==> src/rtl/redirect_ctrl_if.sv <==
// Front-end redirect bundle: retire/decode requests in, PC-generator strobes and squash controls out.
interface redirect_ctrl_if;
  logic        mispred_vld_rt_i;
  logic [63:0] mispred_pc_rt_i;
  logic        exc_vld_rt_i;
  logic [63:0] exc_vec_rt_i;
  logic        override_req_d_i;
  logic [63:0] override_pc_d_i;
  logic        flush_vld_rt_o;
  logic [63:0] flush_pc_rt_o;
  logic        override_vld_f1_o;
  logic [63:0] override_pc_f1_o;
  logic [10:0] kill_o;
  logic        fetch_hold_o;
  logic        busy_o;

  modport slave (
    input  mispred_vld_rt_i, mispred_pc_rt_i, exc_vld_rt_i, exc_vec_rt_i,
           override_req_d_i, override_pc_d_i,
    output flush_vld_rt_o, flush_pc_rt_o, override_vld_f1_o, override_pc_f1_o,
           kill_o, fetch_hold_o, busy_o
  );

  modport master (
    output mispred_vld_rt_i, mispred_pc_rt_i, exc_vld_rt_i, exc_vec_rt_i,
           override_req_d_i, override_pc_d_i,
    input  flush_vld_rt_o, flush_pc_rt_o, override_vld_f1_o, override_pc_f1_o,
           kill_o, fetch_hold_o, busy_o
  );
endinterface

==> src/rtl/redirect_ctrl.sv <==
// Redirect controller: turns retire flushes and decode overrides into PC-generator strobes,
// squash masks and a post-flush fetch hold. Optional exception path: REDIRECT_EXC_EN.
module redirect_ctrl #(
  parameter int unsigned DRAIN_CYC = 3
) (
  input logic            clock,
  input logic            reset_n,
  redirect_ctrl_if.slave bus
);

  localparam int unsigned PC_W   = 64;
  localparam int unsigned KILL_W = 11;
  localparam int unsigned CNT_W  = 4;

  typedef enum logic [1:0] {
    IDLE  = 2'd0,
    FLUSH = 2'd1,
    DRAIN = 2'd2
  } state_t;

  state_t              state;
  logic [CNT_W-1:0]    cnt;
  logic                flush_vld;
  logic [PC_W-1:0]     flush_pc;
  logic                ovr_vld;
  logic [PC_W-1:0]     ovr_pc;
  logic [KILL_W-1:0]   kill;
  logic                hold;
  logic                busy;

  logic                flush_req;
  logic [PC_W-1:0]     flush_tgt;

  // Exception vector has priority over the mispredict target when both retire together.
`ifdef REDIRECT_EXC_EN
  assign flush_req = bus.mispred_vld_rt_i | bus.exc_vld_rt_i;
  assign flush_tgt = bus.exc_vld_rt_i ? bus.exc_vec_rt_i : bus.mispred_pc_rt_i;
`else
  logic unused_exc;
  assign unused_exc = ^{bus.exc_vld_rt_i, bus.exc_vec_rt_i};
  assign flush_req  = bus.mispred_vld_rt_i;
  assign flush_tgt  = bus.mispred_pc_rt_i;
`endif

  // Redirect FSM; every output is a register updated alongside the state.
  always_ff @(posedge clock or negedge reset_n) begin
    if (!reset_n) begin
      state     <= IDLE;
      cnt       <= '0;
      flush_vld <= 1'b0;
      flush_pc  <= '0;
      ovr_vld   <= 1'b0;
      ovr_pc    <= '0;
      kill      <= '0;
      hold      <= 1'b0;
      busy      <= 1'b0;
    end else begin
      flush_vld <= 1'b0;
      ovr_vld   <= 1'b0;
      kill      <= '0;
      if (flush_req) begin
        // A flush from any state restarts the redirect; the latest target wins.
        state     <= FLUSH;
        cnt       <= '0;
        flush_vld <= 1'b1;
        flush_pc  <= {flush_tgt[PC_W-1:2], 2'b00};
        kill      <= KILL_W'(11'h7FF);
        hold      <= 1'b0;
        busy      <= 1'b1;
      end else begin
        case (state)
          IDLE: begin
            hold <= 1'b0;
            busy <= 1'b0;
            if (bus.override_req_d_i) begin
              ovr_vld <= 1'b1;
              ovr_pc  <= {bus.override_pc_d_i[PC_W-1:2], 2'b00};
              kill    <= KILL_W'(11'h003);
            end
          end
          FLUSH: begin
            state <= DRAIN;
            cnt   <= CNT_W'(DRAIN_CYC - 1);
            hold  <= 1'b1;
            busy  <= 1'b1;
          end
          DRAIN: begin
            if (cnt == '0) begin
              state <= IDLE;
              hold  <= 1'b0;
              busy  <= 1'b0;
            end else begin
              cnt <= cnt - CNT_W'(1);
            end
          end
          default: begin
            state <= IDLE;
            cnt   <= '0;
            hold  <= 1'b0;
            busy  <= 1'b0;
          end
        endcase
      end
    end
  end

  assign bus.flush_vld_rt_o    = flush_vld;
  assign bus.flush_pc_rt_o     = flush_pc;
  assign bus.override_vld_f1_o = ovr_vld;
  assign bus.override_pc_f1_o  = ovr_pc;
  assign bus.kill_o            = kill;
  assign bus.fetch_hold_o      = hold;
  assign bus.busy_o            = busy;

endmodule

==> src/flat_wrapper.sv <==
// flat-port wrapper written by rule: the top's interface ports become plain ports
module redirect_ctrl_flat 
#(
  parameter int unsigned DRAIN_CYC = 3
)
  (clock, reset_n, bus_mispred_vld_rt_i, bus_mispred_pc_rt_i, bus_exc_vld_rt_i, bus_exc_vec_rt_i, bus_override_req_d_i, bus_override_pc_d_i, bus_flush_vld_rt_o, bus_flush_pc_rt_o, bus_override_vld_f1_o, bus_override_pc_f1_o, bus_kill_o, bus_fetch_hold_o, bus_busy_o);
  redirect_ctrl_if bus_i ();
  input logic clock;
  input logic reset_n;
  input wire logic [$bits(bus_i.mispred_vld_rt_i)-1:0] bus_mispred_vld_rt_i;
  input wire logic [$bits(bus_i.mispred_pc_rt_i)-1:0] bus_mispred_pc_rt_i;
  input wire logic [$bits(bus_i.exc_vld_rt_i)-1:0] bus_exc_vld_rt_i;
  input wire logic [$bits(bus_i.exc_vec_rt_i)-1:0] bus_exc_vec_rt_i;
  input wire logic [$bits(bus_i.override_req_d_i)-1:0] bus_override_req_d_i;
  input wire logic [$bits(bus_i.override_pc_d_i)-1:0] bus_override_pc_d_i;
  output wire logic [$bits(bus_i.flush_vld_rt_o)-1:0] bus_flush_vld_rt_o;
  output wire logic [$bits(bus_i.flush_pc_rt_o)-1:0] bus_flush_pc_rt_o;
  output wire logic [$bits(bus_i.override_vld_f1_o)-1:0] bus_override_vld_f1_o;
  output wire logic [$bits(bus_i.override_pc_f1_o)-1:0] bus_override_pc_f1_o;
  output wire logic [$bits(bus_i.kill_o)-1:0] bus_kill_o;
  output wire logic [$bits(bus_i.fetch_hold_o)-1:0] bus_fetch_hold_o;
  output wire logic [$bits(bus_i.busy_o)-1:0] bus_busy_o;
  assign bus_i.mispred_vld_rt_i = bus_mispred_vld_rt_i;
  assign bus_i.mispred_pc_rt_i = bus_mispred_pc_rt_i;
  assign bus_i.exc_vld_rt_i = bus_exc_vld_rt_i;
  assign bus_i.exc_vec_rt_i = bus_exc_vec_rt_i;
  assign bus_i.override_req_d_i = bus_override_req_d_i;
  assign bus_i.override_pc_d_i = bus_override_pc_d_i;
  assign bus_flush_vld_rt_o = bus_i.flush_vld_rt_o;
  assign bus_flush_pc_rt_o = bus_i.flush_pc_rt_o;
  assign bus_override_vld_f1_o = bus_i.override_vld_f1_o;
  assign bus_override_pc_f1_o = bus_i.override_pc_f1_o;
  assign bus_kill_o = bus_i.kill_o;
  assign bus_fetch_hold_o = bus_i.fetch_hold_o;
  assign bus_busy_o = bus_i.busy_o;
  redirect_ctrl #(.DRAIN_CYC(DRAIN_CYC)) u_core (.clock(clock), .reset_n(reset_n), .bus(bus_i));
endmodule
==> config.mk <==
export PLATFORM = sky130hd
export DESIGN_NAME = redirect_ctrl_flat
export DESIGN_NICKNAME = d
export VERILOG_FILES = /design/src/rtl/redirect_ctrl_if.sv /design/src/rtl/redirect_ctrl.sv /design/src/flat_wrapper.sv
export SDC_FILE = /design/constraint.sdc
export NUM_CORES = 1
export LEC_CHECK = 0
export ABC_CLOCK_PERIOD_IN_PS = 2000
export BUFFER_PORTS_ARGS = -buffer_cell sky130_fd_sc_hd__buf_2
export CAP_MARGIN = 20
export CORE_AREA = 2 2 131 133
export DETAILED_ROUTE_END_ITERATION = 7
export DIE_AREA = 0 0 133 135
export PLACE_DENSITY = 0.77
export SYNTH_ARGS = -nofsm -noshare
export SYNTH_HDL_FRONTEND = slang
export SYNTH_SLANG_ARGS = --single-unit
==> constraint.sdc <==
create_clock -name clock -period 2 [get_ports clock]
set_clock_uncertainty 0.1 [all_clocks]
set_input_delay 0.5 -clock clock [delete_from_list [all_inputs] [get_ports clock]]
set_output_delay 0.5 -clock clock [all_outputs]
set_load 0.03 [all_outputs]
# Word level (Yosys, flattened, before mapping)
# Cells that the tools add are included.
# op_classes
addsub	1
n_eq_ne	5
muxes	17
bitwise_logic	1
n_reduce_logical	5
# op_table
op	n
11-bit 2-to-1 mux	2
4-bit one-hot mux with 3 select lines	1
4-bit 2-to-1 mux	2
1-bit 2-to-1 mux	7
2-bit 2-to-1 mux	3
2-bit one-hot mux with 3 select lines	1
4-bit zero test	1
2-bit AND reduction	2
4-bit by 1-bit subtractor with 4-bit output (second input constant)	1
3-bit by 2-bit != test with 1-bit output (second input constant)	1
3-bit != test (second input constant)	1
3-bit AND reduction	1
2-bit by 1-bit equality test with 1-bit output (second input constant)	1
2-bit equality test (second input constant)	1
2-bit zero test	1
2-bit != test (second input constant)	1
1-bit one-hot mux with 2 select lines	1
1-bit NOT	1
# totals
reg_bits	145
out_inout_bits	143
word_cells	38

# Longest topological paths before layout
# depth
depth_word	4
ltp_mapped	6
ltp_nobuf	5

# Worst setup path after synthesis
# No wires, ideal clock.
# synth_path
path_type	reg2reg
from	register u_core.state[1]
to	register u_core.ovr_pc[10], in the netlist u_core.bus.override_pc_f1_o[10]
setup_ns	0.125
arrival_ns	1.468
t_required_ns	1.775
path_slack_ns	0.307
stages_incl_launch_ff	7
period_less_slack_ns	1.693
cell_sequence	dfrtp_1 > inv_1 > ha_1 > nor2b_4 > nand2_4 > buf_6 > mux2_4
# synth_via
elab_chain_cells	2
# synth_rtl
item	line	source
start, declared	redirect_ctrl.sv:21	state_t state;
start signal, assigned	redirect_ctrl.sv:48	state <= IDLE;
start signal, assigned	redirect_ctrl.sv:63	state <= FLUSH;
start signal, assigned	redirect_ctrl.sv:82	state <= DRAIN;
2-bit zero test	redirect_ctrl.sv:71	case (state)
3-bit AND reduction (no line)	-	
end signal, assigned	redirect_ctrl.sv:77	ovr_pc <= {bus.override_pc_d_i[PC_W-1:2], 2'b00};
end, declared	redirect_ctrl.sv:26	logic [PC_W-1:0] ovr_pc;
# Every way passes these cells.
# A chain may end at the register's enable or synchronous reset.

# Worst setup path after layout
# layout_path
from	register u_core.state[1]
to	register u_core.ovr_pc[47], in the netlist u_core.bus.override_pc_f1_o[47]
# The elaborated chain is that of the path after synthesis.

==> impl_metrics.py <==
metrics = {
    "run_status": {
        "outcome": "complete, no violations",
    },
    "worst_setup_path": {
        "r2r_setup_slack_ns": 0.13,
        "timing.critical_path.buf_inv": 2,
        "timing.critical_path.required_ns": 2.18,
        "critPathTopFamily": "flip-flops",
        "ff2ff_path_depth": 6,
        "cell_with_the_largest_stage_delay_on_the_worst_path": "sky130_fd_sc_hd__dfrtp_1",
        "logic_depth_of_the_worst_setup_path_including_buffers": 6,
        "timing.critical_path.from_type": "flip-flop",
        "worst_ep_arrival_time_ns": 2.05,
        "path_cells": "inv_1 -> ha_1 -> nor2b_4 -> nand2_4 -> buf_12 -> mux2_4",
        "worst_setup_path_end_kind": "flip-flop",
        "setup.worst_path.class": "reg2reg",
        "critPathMaxFanout": 33,
        "critical-path-max-stage-delay_ns": 0.39,
    },
    "drt": {
        "drt_pass1_iterations": 4,
        "drt-vias-per-instance": 4.32,
        "route.detailed.drc": 0,
        "wl_per_cell_um": 14.9,
        "aggregate_routed_wire_length_um": 12600,
        "antenna_left": 0,
        "drt_iter0_markers": 161,
        "num_vias": 3650,
    },
    "placement": {
        "gpl.final_weighted_congestion": 0.743,
        "place_hpwl_um": 9500,
        "io_buffer_count": 266,
        "placement.setup.worst_slack_ns": 0.131,
        "placedCellCount": 811,
        "placement.cell_area_mm2": 0.00710,
    },
    "power_and_ir_drop": {
        "ir_drop_uv": 744,
        "sw_frac_of_total": 0.339,
        "pwr_density_cell_mw_per_mm2": 1240,
        "power_leakage_uw": 0.00401,
        "power_frac_clock": 0.319,
        "internal_power_consumption_uw": 6290,
        "sequentialPowerShare": 0.378,
        "part_of_the_power_in_combinational_logic": 0.304,
        "power.switching_uw": 3220,
    },
    "clock_network": {
        "cts-hold-fix-buffers": 1,
        "cts_htree_levels": 4,
        "post_cts_resize_count": 0,
        "clk_latency_ns": 0.40,
        "cts_inserted_buffers": 17,
        "ctsRootBufferMaster": "sky130_fd_sc_hd__clkbuf_16",
        "clk_pin_slew_worst_paths_ns": 0.06,
        "cts_tree": "done",
        "post_cts_buffers": 0,
        "clockBufferDepth": 2,
        "cts_sinks": 135,
    },
    "timing": {
        "share_of_the_clock_period_used_by_the_worst_path_after_layout": 0.937,
        "timing.setup.tns_ns": 0,
        "grt_setup_unrepaired": "false",
        "final.min_clock_period_ns": 1.87,
        "timing_hold_violations_final": 0,
        "max_freq_mhz": 534,
        "number_of_endpoints_failing_setup_at_the_final_stage": 0,
        "post-route-worst-setup-slack_ns": 0.127,
        "maxSlewViolCount": 0,
    },
    "hold_path": {
        "holdCritPathClass": "in2reg",
        "min_path_cells": 2,
    },
    "flow_run": {
        "cap_violations": 0,
    },
    "synthesis": {
        "synth_enable_flop_cells": 0,
        "fraction_of_the_mapped_netlist_area_in_compound_gates": 0.0158,
        "yosys_most_used_dff": "sky130_fd_sc_hd__dfrtp_1",
        "ys_warn_count": 0,
        "synth_top_area_share": 0.609,
        "post_synth_mux_area_share": 0.294,
        "netlist_top_cells_area": "sky130_fd_sc_hd__dfrtp_1 61%, sky130_fd_sc_hd__mux2_4 16%, sky130_fd_sc_hd__mux2_2 13%",
        "synth_simple_gate_area_frac": 0.0269,
        "cell_with_the_most_instances_after_synthesis": "sky130_fd_sc_hd__dfrtp_1",
        "synth_seq_area_share": 0.609,
        "ys_seq_elements": 135,
        "synth-async-reset-ratio": 1.00,
        "post_synth_instance_area_mm2": 0.00554,
        "yosys-top-cells-count": "135 x sky130_fd_sc_hd__dfrtp_1, 65 x sky130_fd_sc_hd__mux2_2, 59 x sky130_fd_sc_hd__mux2_4, 14 x sky130_fd_sc_hd__buf_4, 8 x sky130_fd_sc_hd__buf_2",
        "postSynthAreaPerCell_um2": 16.5,
        "post_synth_fa_ha_maj_area_fraction": 0.0113,
        "yosysTopAreaCell": "sky130_fd_sc_hd__dfrtp_1",
        "synthXorXnorAreaFrac": 0,
        "synth_top_family_by_area": "multiplexers",
        "yosys.cell_types.count": 32,
        "post_synth_inst_count": 337,
    },
    "finish": {
        "final_cells": 844,
        "antenna_cells": 0,
        "design_area_mm2": 0.00769,
        "flow.area_growth_from_synthesis_pct": 38.7,
        "nNetsFinal": 813,
        "drive_gt1_frac": 0.700,
    },
    "grt": {
        "grt_pass1_vias": 3741,
        "grt_antenna_before_repair": 0,
        "pin_count_of_the_biggest_net_entering_global_routing": 57,
        "grt_pass1_wl_um": 19500,
        "grtUsageTotal": 0.141,
        "overflow": 0,
    },
    "floorplan": {
        "initial_utilization": 0.338,
        "core_mm2": 0.0164,
        "die_h_um": 135,
        "die_x_um": 133,
        "io-pin-count": 340,
        "dieArea_mm2": 0.0180,
        "count_of_standard_cell_rows": 47,
    },
}
[stage by stage]
stage	hold WS, ns	utilization	total power (µW)
after floorplan	0.104	-	5610
after global placement	0.330	0.433	6500
after detailed placement	0.335	0.433	6560
after CTS	0.194	0.469	9660
after global routing	0.194	0.469	9980
final	0.222	0.469	9520
[flip-flops by register name, summed over array words and instances, names as in the netlist]
name	cells
u_core.state	2
u_core.bus.fetch_hold_o	1
u_core.bus.override_pc_f1_o	62
u_core.bus.flush_pc_rt_o	62
u_core.bus.override_vld_f1_o	1
u_core.cnt	4
u_core.bus.busy_o	1
u_core.bus.kill_o	2
[cell usage in the layout, fill, tap and decap left out, types with 2 or more instances in the layout]
cell type / Yosys / final
sky130_fd_sc_hd__conb_1: 1 / 4
sky130_fd_sc_hd__nor2b_1: 3 / 3
sky130_fd_sc_hd__nand2_1: 3 / 3
sky130_fd_sc_hd__o21ai_0: 3 / 3
sky130_fd_sc_hd__a22o_1: 2 / 2
sky130_fd_sc_hd__buf_4: 14 / 9
sky130_fd_sc_hd__clkinvlp_4: 0 / 4
sky130_fd_sc_hd__clkinv_4: 0 / 2
sky130_fd_sc_hd__inv_1: 6 / 6
sky130_fd_sc_hd__inv_6: 0 / 3
sky130_fd_sc_hd__nand3_1: 3 / 3
sky130_fd_sc_hd__buf_12: 0 / 4
sky130_fd_sc_hd__and3b_1: 2 / 2
sky130_fd_sc_hd__nand2b_1: 2 / 2
sky130_fd_sc_hd__mux2_4: 59 / 59
sky130_fd_sc_hd__bufinv_16: 0 / 2
sky130_fd_sc_hd__clkbuf_16: 0 / 17
sky130_fd_sc_hd__a21oi_1: 2 / 2
sky130_fd_sc_hd__mux2_2: 65 / 65
sky130_fd_sc_hd__clkinv_2: 0 / 3
sky130_fd_sc_hd__nor2_1: 4 / 4
sky130_fd_sc_hd__buf_2: 8 / 265
sky130_fd_sc_hd__dfrtp_1: 135 / 135
sky130_fd_sc_hd__ha_1: 5 / 5
[power groups by stage]
stage	Combinational [µW]	Sequential [µW]	Clock [µW]
6_report	2890	3600	3030
5_1_grt	3030	3670	3280
4_1_cts	2930	3600	3140
3_5_place_dp	2940	3620	0
3_3_place_gp	2880	3610	0
2_1_floorplan	908	4700	0
[layout make-up]
type | count | area (µm²)
fill | 1448 | 8720
sequential | 135 | 3380
multi-input combinational | 171 | 1940
timing repair buffer | 280 | 1500
clock buffer | 18 | 429
tap | 220 | 275
clock inverter | 14 | 149
inverter | 6 | 22.5
[worst paths after layout]
path | startpoint | endpoint
worst max register to register | u_core.state[1]$_DFFE_PN0P_ | u_core.bus.override_pc_f1_o[47]$_DFFE_PN0P_
worst min register to register | u_core.bus.flush_pc_rt_o[40]$_DFFE_PN0P_ | u_core.bus.flush_pc_rt_o[40]$_DFFE_PN0P_
max in group asynchronous | reset_n | u_core.bus.flush_pc_rt_o[7]$_DFFE_PN0P_
min in group asynchronous | reset_n | u_core.bus.override_pc_f1_o[2]$_DFFE_PN0P_
worst min-delay path | bus_override_pc_d_i[14] | u_core.bus.override_pc_f1_o[14]$_DFFE_PN0P_
worst max-delay path | u_core.state[1]$_DFFE_PN0P_ | u_core.bus.override_pc_f1_o[47]$_DFFE_PN0P_
[logic make-up after synthesis]
| group | after synthesis |
|---|---|
| AND/OR/NAND/NOR | 24 |
| adder cells (fa/ha/maj) | 5 |
| other | 1 |
| AO/OA/AOI/OAI | 13 |
| flip-flops | 135 |
| multiplexers | 125 |
| buffers and inverters | 34 |
[worst register-to-register path, cell delays in order (launching register included)]
cell and delay (ns):
sky130_fd_sc_hd__dfrtp_1 0.39, sky130_fd_sc_hd__inv_1 0.08, sky130_fd_sc_hd__ha_1 0.20, sky130_fd_sc_hd__nor2b_4 0.15, sky130_fd_sc_hd__nand2_4 0.19, sky130_fd_sc_hd__buf_12 0.31
sky130_fd_sc_hd__mux2_4 0.34
[layer usage]
| layer | track usage | up-vias | part of all wire |
|---|---|---|---|
| met5 | 0 | - | 0 |
| met4 | 0.0382 | 0 | 0.0075 |
| met3 | 0.0503 | 5 | 0.085 |
| met2 | 0.244 | 184 | 0.49 |
| met1 | 0.167 | 1756 | 0.41 |
| li1 | - | 1705 | - |
Power figures use the tool's default switching activity.
